===== src/rtl/uart_rx_param.sv =====
// Parametrised UART receiver with oversampled majority vote, valid/ready output and error flags.
// Define UART_RX_BREAK_DET_EN to enable break detection on rx_break.
module uart_rx_param #(
  parameter int SYS_FREQ   = 50_000_000,
  parameter int BAUD       = 115200,
  parameter int DATA_BITS  = 8,
  parameter int PARITY     = 0,
  parameter int STOP_BITS  = 1,
  parameter int OVERSAMPLE = 16
) (
  input  logic                 clk,
  input  logic                 rst_n,
  input  logic                 uart_rxd,
  output logic [DATA_BITS-1:0] rx_data,
  output logic                 rx_valid,
  input  logic                 rx_ready,
  output logic                 frame_err,
  output logic                 parity_err,
  output logic                 overrun,
  output logic                 rx_break
);

  localparam int DIV_RAW = SYS_FREQ / (BAUD * OVERSAMPLE);
  localparam int DIV     = (DIV_RAW < 1) ? 1 : DIV_RAW;
  localparam int PW      = $clog2(DIV + 1);
  localparam int SW      = $clog2(OVERSAMPLE);
  localparam int BW      = $clog2(DATA_BITS);

  localparam logic [PW-1:0] PRE_LAST  = PW'(DIV - 1);
  localparam logic [SW-1:0] SMP_A     = SW'(OVERSAMPLE / 2 - 1);
  localparam logic [SW-1:0] SMP_B     = SW'(OVERSAMPLE / 2);
  localparam logic [SW-1:0] SMP_C     = SW'(OVERSAMPLE / 2 + 1);
  localparam logic [SW-1:0] SMP_LAST  = SW'(OVERSAMPLE - 1);
  localparam logic [BW-1:0] BIT_LAST  = BW'(DATA_BITS - 1);
  localparam logic          STOP_LAST = 1'(STOP_BITS - 1);

  localparam logic [2:0] S_IDLE  = 3'd0;
  localparam logic [2:0] S_START = 3'd1;
  localparam logic [2:0] S_DATA  = 3'd2;
  localparam logic [2:0] S_PAR   = 3'd3;
  localparam logic [2:0] S_STOP  = 3'd4;
  localparam logic [2:0] S_WAIT  = 3'd5;

  function automatic logic parity_of(input logic [DATA_BITS-1:0] d);
    parity_of = ^d;
  endfunction

  logic [1:0]           sync_r;
  logic                 prev_r;
  logic [PW-1:0]        pre_r;
  logic [SW-1:0]        smp_r;
  logic                 samp_a_r, samp_b_r;
  logic [BW-1:0]        bit_r;
  logic                 stop_r;
  logic [DATA_BITS-1:0] shift_r;
  logic                 perr_r, ferr_r;
  logic [2:0]           state_r, state_n;

  logic rxd_s, fall_s, tick_s, dec_s, end_s, maj_s;
  logic exp_par_s, fe_now_s, done_s, break_s;

  assign rxd_s     = sync_r[1];
  assign fall_s    = prev_r & ~rxd_s;
  assign tick_s    = (pre_r == PRE_LAST);
  assign dec_s     = tick_s && (smp_r == SMP_C);
  assign end_s     = tick_s && (smp_r == SMP_LAST);
  assign maj_s     = (samp_a_r & samp_b_r) | (samp_a_r & rxd_s) | (samp_b_r & rxd_s);
  assign exp_par_s = (PARITY == 1) ? ~parity_of(shift_r) : parity_of(shift_r);
  assign fe_now_s  = ferr_r | ~maj_s;
  assign done_s    = (state_r == S_STOP) && dec_s && (stop_r == STOP_LAST) && !break_s;

`ifdef UART_RX_BREAK_DET_EN
  logic zero_r;
  assign break_s = (state_r == S_STOP) && dec_s && (stop_r == 1'b0) && zero_r && !maj_s;

  // Tracks whether every data/parity sample of the current frame was 0
  always_ff @(posedge clk or negedge rst_n) begin
    if (!rst_n) begin
      zero_r <= 1'b0;
    end else if (state_r == S_START) begin
      zero_r <= 1'b1;
    end else if ((state_r == S_DATA || state_r == S_PAR) && dec_s && maj_s) begin
      zero_r <= 1'b0;
    end
  end
`else
  assign break_s = 1'b0;
`endif

  // Two-flop synchroniser and edge history, idle-high
  always_ff @(posedge clk or negedge rst_n) begin
    if (!rst_n) begin
      sync_r <= 2'b11;
      prev_r <= 1'b1;
    end else begin
      sync_r <= {sync_r[0], uart_rxd};
      prev_r <= rxd_s;
    end
  end

  // Prescaler, realigned to the start edge so samples land mid-bit
  always_ff @(posedge clk or negedge rst_n) begin
    if (!rst_n) begin
      pre_r <= '0;
    end else if ((state_r == S_IDLE && fall_s) || tick_s) begin
      pre_r <= '0;
    end else begin
      pre_r <= pre_r + PW'(1);
    end
  end

  // Next-state logic
  always_comb begin
    state_n = state_r;
    case (state_r)
      S_IDLE: begin
        if (fall_s) state_n = S_START;
        else        state_n = S_IDLE;
      end
      S_START: begin
        if (dec_s && maj_s) state_n = S_IDLE;
        else if (end_s)     state_n = S_DATA;
        else                state_n = S_START;
      end
      S_DATA: begin
        if (end_s && bit_r == BIT_LAST) state_n = (PARITY != 0) ? S_PAR : S_STOP;
        else                            state_n = S_DATA;
      end
      S_PAR: begin
        if (end_s) state_n = S_STOP;
        else       state_n = S_PAR;
      end
      S_STOP: begin
        // Leave at the mid-point of the last stop bit so back-to-back frames are caught
        if (break_s)                     state_n = S_WAIT;
        else if (done_s)                 state_n = fe_now_s ? S_WAIT : S_IDLE;
        else                             state_n = S_STOP;
      end
      S_WAIT: begin
        if (rxd_s) state_n = S_IDLE;
        else       state_n = S_WAIT;
      end
      default: state_n = S_IDLE;
    endcase
  end

  // State register
  always_ff @(posedge clk or negedge rst_n) begin
    if (!rst_n) state_r <= S_IDLE;
    else        state_r <= state_n;
  end

  // Sample/bit counters, vote samples and frame accumulation
  always_ff @(posedge clk or negedge rst_n) begin
    if (!rst_n) begin
      smp_r    <= '0;
      samp_a_r <= 1'b1;
      samp_b_r <= 1'b1;
      bit_r    <= '0;
      stop_r   <= 1'b0;
      shift_r  <= '0;
      perr_r   <= 1'b0;
      ferr_r   <= 1'b0;
    end else begin
      if (state_r == S_IDLE)  smp_r <= '0;
      else if (tick_s)        smp_r <= (smp_r == SMP_LAST) ? '0 : smp_r + SW'(1);
      if (tick_s && smp_r == SMP_A) samp_a_r <= rxd_s;
      if (tick_s && smp_r == SMP_B) samp_b_r <= rxd_s;
      if (state_r != S_DATA) bit_r <= '0;
      else if (end_s)        bit_r <= bit_r + BW'(1);
      if (state_r != S_STOP) stop_r <= 1'b0;
      else if (end_s)        stop_r <= 1'b1;
      if (state_r == S_DATA && dec_s) shift_r <= {maj_s, shift_r[DATA_BITS-1:1]};
      if (state_r == S_START)                 perr_r <= 1'b0;
      else if (state_r == S_PAR && dec_s)     perr_r <= maj_s ^ exp_par_s;
      if (state_r == S_START)                 ferr_r <= 1'b0;
      else if (state_r == S_STOP && dec_s && !maj_s) ferr_r <= 1'b1;
    end
  end

  // Output word register with valid/ready handshake and overrun pulse
  always_ff @(posedge clk or negedge rst_n) begin
    if (!rst_n) begin
      rx_data    <= '0;
      rx_valid   <= 1'b0;
      frame_err  <= 1'b0;
      parity_err <= 1'b0;
      overrun    <= 1'b0;
      rx_break   <= 1'b0;
    end else begin
      overrun  <= 1'b0;
      rx_break <= break_s;
      if (done_s && (!rx_valid || rx_ready)) begin
        rx_data    <= shift_r;
        rx_valid   <= 1'b1;
        frame_err  <= fe_now_s;
        parity_err <= (PARITY != 0) ? perr_r : 1'b0;
      end else begin
        if (done_s)               overrun  <= 1'b1;
        if (rx_valid && rx_ready) rx_valid <= 1'b0;
      end
    end
  end

endmodule

===== config.mk =====
export PLATFORM = sky130hd
export DESIGN_NAME = uart_rx_param
export DESIGN_NICKNAME = d
export VERILOG_FILES = /design/src/rtl/uart_rx_param.sv
export SDC_FILE = /design/constraint.sdc
export NUM_CORES = 1
export LEC_CHECK = 0
export ABC_AREA = 1
export CAP_MARGIN = 10
export CORE_MARGIN = 10
export CORE_UTILIZATION = 39
export CTS_CLUSTER_DIAMETER = 100
export DETAILED_ROUTE_END_ITERATION = 7
export DONT_BUFFER_PORTS = 1
export GPL_TIMING_DRIVEN = 0
export PLACE_DENSITY = 0.59
export SYNTH_ARGS = -nofsm -noshare
export SYNTH_HDL_FRONTEND = slang
export SYNTH_SLANG_ARGS = --single-unit
export TNS_END_PERCENT = 5

===== constraint.sdc =====
create_clock -name clk -period 3.75 [get_ports clk]
set_input_delay 0.375 -clock clk [delete_from_list [all_inputs] [get_ports clk]]
set_output_delay 0.375 -clock clk [all_outputs]
set_load 0.005 [all_outputs]

Word level (Yosys, flattened, before mapping). Index checks and enable logic that the tools add are counted. W data, S select, Z words.

Input port bits: 4. Flip-flop bits (word level): 41. Output and inout bits: 13. Logic and storage cells: 87.

Add/sub/neg operators: 3. Muxes and demuxes: 23. Reductions and logical operators: 23. Eq/ne operators: 13. Bitwise operators: 10.

Operators with widths (count): $mux W3 (7); $pmux W3 S6 (1); $logic_and A1 B1 Y1 (13); $eq A4 B4 Y1 const B (3); $mux W4 (3); $reduce_bool A2 Y1 (5); $eq A3 B3 Y1 const B (3); $mux W1 (9); $eq A3 B2 Y1 const B (2); $add A5 B1 Y5 const B (1); $eq A5 B5 Y1 const B (1); $mux W5 (1); $add A4 B1 Y4 const B (1); $and A1 B1 Y1 (4); $eq A4 B3 Y1 const B (1); $mux W2 (2); $add A3 B1 Y3 const B (1); $eq A3 B1 Y1 const B (1); $logic_not A3 Y1 (1); $ne A3 B2 Y1 const B (1); $ne A3 B3 Y1 const B (1); $not A1 Y1 (3); $or A1 B1 Y1 (3); $logic_not A1 Y1 (2); $logic_or A1 B1 Y1 (2).

Depth between registers and ports, before layout.
Depth after elaboration: 8. Gate-level depth with buffers: 10.

Least setup slack after synthesis. No wires, ideal clock.

Path type: register to register. Start: register pre_r[0]. End: register frame_err. Required time: 3.632 ns. Stages on the path, launching flop included: 10. Period minus slack after synthesis: 1.406 ns. Slack: 2.344 ns. Path buffers: 0. Data arrival time: 1.287 ns. Cells stage by stage: dfrtp_1 inv_1 ha_1 nand2_1 inv_1 nand2_2 nor2_4 nand4_2 nand2_1 nand2_1.

Word-level cells in the longest chain between the ends: 5.

RTL lines: start, declared (line 50) `logic [PW-1:0] pre_r;`; start signal, assigned (line 108) `pre_r <= pre_r + PW'(1);`; $eq A5 B5 Y1 (line 64) `assign tick_s = (pre_r == PRE_LAST);`; $logic_and A1 B1 Y1 (line 65) `assign dec_s = tick_s && (smp_r == SMP_C);`; $logic_and A1 B1 Y1 (2 in series) (line 70) `assign done_s = (state_r == S_STOP) && dec_s && (stop_r == STOP_LAST) && !break_s;`; $logic_and A1 B1 Y1 (line 193) `if (done_s && (!rx_valid || rx_ready)) begin`; end signal, assigned (line 196) `frame_err <= fe_now_s;`; end, declared (line 17) `output logic frame_err,`.

No other way between the ends. A chain may end at the register's enable or synchronous reset.

Final worst setup path.
Start: register pre_r[0]. End: register rx_data[0].

Word-level cells in the longest chain between the ends: 5.

RTL lines: $eq A5 B5 Y1 (line 64); $logic_and A1 B1 Y1 (line 65); $logic_and A1 B1 Y1 (2 in series) (line 70); $logic_and A1 B1 Y1 (line 193); end signal, assigned (line 194) `rx_data <= shift_r;`; end, declared (line 14) `output logic [DATA_BITS-1:0] rx_data,`.

No other way between the ends.

==> impl.org <==
** Run status
- Outcome :: finished, final reports clean

** Cells and area
- Across the whole layout, storage elements account for just over 1000 um^2.
- Filler Cell Count :: between 400 and 500
- The number of antenna diodes in the final layout is 0.
- After the last flow step, the layout net total stands at between 200 and 250.
- Post-route insts no fill :: 297
- Area delta synth->final :: 12.8%
- Of the cells placed in the final design, the portion with a size suffix greater than 1 is 0.165.
- The multi-input combinational cells in the finished layout cover a total of a little under 800 um^2.

** Floorplanning
- Floorplan row count :: 25
- The die is 90.9 um wide.
- For this design the top-level I/O count stands at 17.
- Measured along the y axis, the die boundary spans 90.9 um.
- The initial utilization of the core area, before any placement, comes to 0.409.
- In this run the standard cell core region covers 4790 um^2.
- Die footprint :: ~8300 um^2

** Global route
- Initial antenna violation count :: 0
- For this run the aggregate overflow at the end of global routing stands at 0.
- Entering global routing, the biggest net connects between 40 and 50 pins.
- The first global-routing pass estimated between 6000 and 7000 um of wire.
- In the global route stage, overall resource usage came out at 0.0945.
- The number of global-route vias before repair is around 1,400.

** Logic synthesis
- Number of distinct library cell variants in the gate-level netlist after synthesis :: 31
- YS warnings :: 0
- After technology mapping, the gate count stands at 219.
- After synthesis the netlist holds a flip-flop and latch count of 41.
- Most frequently used flop master after synthesis :: dfrtp_1
- Most area-consuming cells after synthesis :: dfrtp_1, nand2_1, dfstp_2
- Summing every instance area after synthesis gives approximately 2000 um^2.
- After synthesis, the mean cell area works out to between 8 and 9 um^2.
- FFs w/ async S/R, synth :: 1.00
- Largest area contributor in the netlist :: dfrtp_1
- Proportion of netlist area held by the largest area contributor :: 0.460
- Post-synthesis sequential area ratio :: 0.527
- Counting flops with a built-in enable in the synthesized netlist gives 0.

** Run
- Maxcap violations :: 0

** Setup path
- Critical path startpoint category :: register
- Measured in cells, the most critical reg-to-reg path has a length of 9.
- STA puts the critical path data arrival time at 1810 ps.
- STA classifies the critical path endpoint as a register.
- Required @ worst endpoint :: 3940 ps
- By startpoint and endpoint, the worst setup path is classified as register to register.
- In this run the worst path has a maximum fanout of 10.

** CTS
- TritonCTS built the clock tree.
- Hold repair after CTS inserted 2 buffers.
- Clock latency reported for the late side of the worst-skew pair :: 290 ps
- Root buffer selected by CTS :: clkbuf_8
- Clock-pin slew was measured on the worst setup and hold paths at 80 ps.
- Total setup buffers inserted after CTS :: 0
- Inserted Clock Buffers :: 5
- Buffer levels on the longest clock path :: 2
- Clock sink total :: between 40 and 50
- Post-cts sizing count :: 0
- H-tree levels :: 2

** Power and ir drop
- The analysis attributes to cell leakage a power of 1.09 nW.
- In this run the power density over the cells is 477 nW/um^2.
- Maximum resistive drop on vdd :: 305 uV

** Hold path
- The worst hold path was traced through 0 stages.
- The worst hold path belongs to the class primary input to register.

** Detailed routing
- Vias post-DR :: roughly 1,400
- Antenna-violating nets left :: 0
- DRC viols :: 0
- The routed design has roughly 3600 um of wire.
- For this block, the initial DRC count from the detailed router was between 50 and 60.
- Drt first pass iters :: 4
- DR WL/cell :: 12.2 um
- Per-cell via count in the routed design :: 4.74

** Timing
- Final Hold Violating Endpoints :: 0
- Derived from the worst setup path, the maximum achievable clock frequency is 616 MHz.
- Aggregate negative setup slack :: 0 ps
- In the finished design, the share of the clock period the worst path needs comes to 0.433.
- On the final layout, the worst clock skew is 3.85 ps.
- Setup repair after global routing left no endpoint under its margin.
- The number of max-slew violations in the final report is 0.
- Minimum clock period :: 1620 ps
- Final setup violation count :: 0

** Placed design
- The number of placed instances, taps included, is between 200 and 300.
- Port buffering added 0 buffers.
- Detailed placement ended at an HPWL of 2580 um.
- Routability-driven placement finished with a final weighted congestion of 0.824.
-- critical path, stage by stage (launching register included) --
cell     delay (ps)
dfrtp_1         410
inv_1            70
ha_1            140
nand2_1          80
inv_1            70
nand2_2         120
nor2_4          180
nand4_2         250
nand2_1         140
nand2_1          50
-- metal layers --
| metal | vias to the layer above | wire length (um) | GRT usage |
|---|---|---|---|
| met5 | - | 0 | 0 |
| met4 | 0 | 62 | 0.0352 |
| met3 | 7 | 162 | 0.0333 |
| met2 | 16 | 1560 | 0.147 |
| met1 | 662 | 1850 | 0.117 |
| li1 | 723 | - | - |
-- placed cells by master, fill, tap and decap left out, types with 2 or more instances in the layout --
cell type and instances:
o21ai_0 9, ha_1 7, nor2_1 19, buf_6 2, nand2_1 53, dfrtp_1 36, xor2_1 2, inv_1 25
nand3_1 17, o21ai_2 4, buf_4 2, nor2_4 2, inv_2 2, a21oi_2 3, clkbuf_8 5, conb_1 2
a21oi_1 2, nor2_2 4, bufinv_16 2, dfstp_2 5, nand4_1 11, nor3_1 2
-- where the power goes --
part           switching (mW)  internal [mW]
clock network           0.149          0.264
registers              0.0382          0.479
logic                  0.0712         0.0519
-- kinds of logic after synthesis --
| group | Yosys count | synth area share |
|---|---|---|
| flops | 41 | 0.527 |
| other cells | 1 | 0.00191 |
| compound gates | 19 | 0.0626 |
| xor+xnor | 3 | 0.0134 |
| simple gates | 115 | 0.275 |
| buf+inv | 33 | 0.0753 |
| fa+ha+maj | 7 | 0.0447 |
-- flip-flops by register name (all words and copies together) (netlist names) --
signal and cells:
rx_data 8, shift_r 8, pre_r 5, smp_r 4, bit_r 3, state_r 3, sync_r 2, ferr_r 1
frame_err 1, overrun 1, prev_r 1, rx_valid 1, samp_a_r 1, samp_b_r 1, stop_r 1
-- final cells by class --
| type | instances | share of cell area |
|---|---|---|
| Clock buffer | 5 | 0.0311 |
| Sequential cell | 41 | 0.467 |
| Multi-Input combinational cell | 146 | 0.354 |
| Buffer | 6 | 0.0209 |
| Clock inverter | 3 | 0.0294 |
| Inverter | 27 | 0.0458 |
| Tap cell | 67 | 0.0379 |
| Timing Repair Buffer | 2 | 0.0136 |
-- worst paths after layout --
kind                                     start                      to  slack, ps
max                         pre_r[0]$_DFF_PN0_  rx_data[0]$_DFFE_PN0P_       2130
min                                   uart_rxd     sync_r[0]$_DFF_PN1_         80
max reg2reg                 pre_r[0]$_DFF_PN0_  rx_data[0]$_DFFE_PN0P_       2130
min reg2reg                sync_r[0]$_DFF_PN1_     sync_r[1]$_DFF_PN1_        360
max in group asynchronous                rst_n     sync_r[0]$_DFF_PN1_       2960
min in group asynchronous                rst_n      pre_r[4]$_DFF_PN0_        530
-- metrics by stage --
stage / util / setup WS (ps) / hold slack, ps / power (mW) / instance area [um^2]
6_report: 0.462 / 2130 / 77.1 / 1.05 / 2210
5_1_grt: 0.462 / 1920 / 56.2 / 1.12 / 2210
4_1_cts: 0.462 / 2090 / 69.0 / 1.07 / 2210
3_5_place_dp: 0.428 / 2100 / 81.0 / 0.639 / 2050
3_3_place_gp: 0.428 / 2120 / 80.6 / 0.634 / 2050
2_1_floorplan: - / 2340 / 79.4 / 0.614 / 1960
-- synthesized netlist by cell type (3+ instances only) --
master	n
nor2_2	4
nor2_1	19
dfrtp_1	36
nand4_1	11
nand3_1	17
a21oi_2	3
inv_1	25
ha_1	7
nand2_1	53
o21ai_0	9
o21ai_2	4
dfstp_2	5
Note: power is estimated with default switching activity, not from simulation.
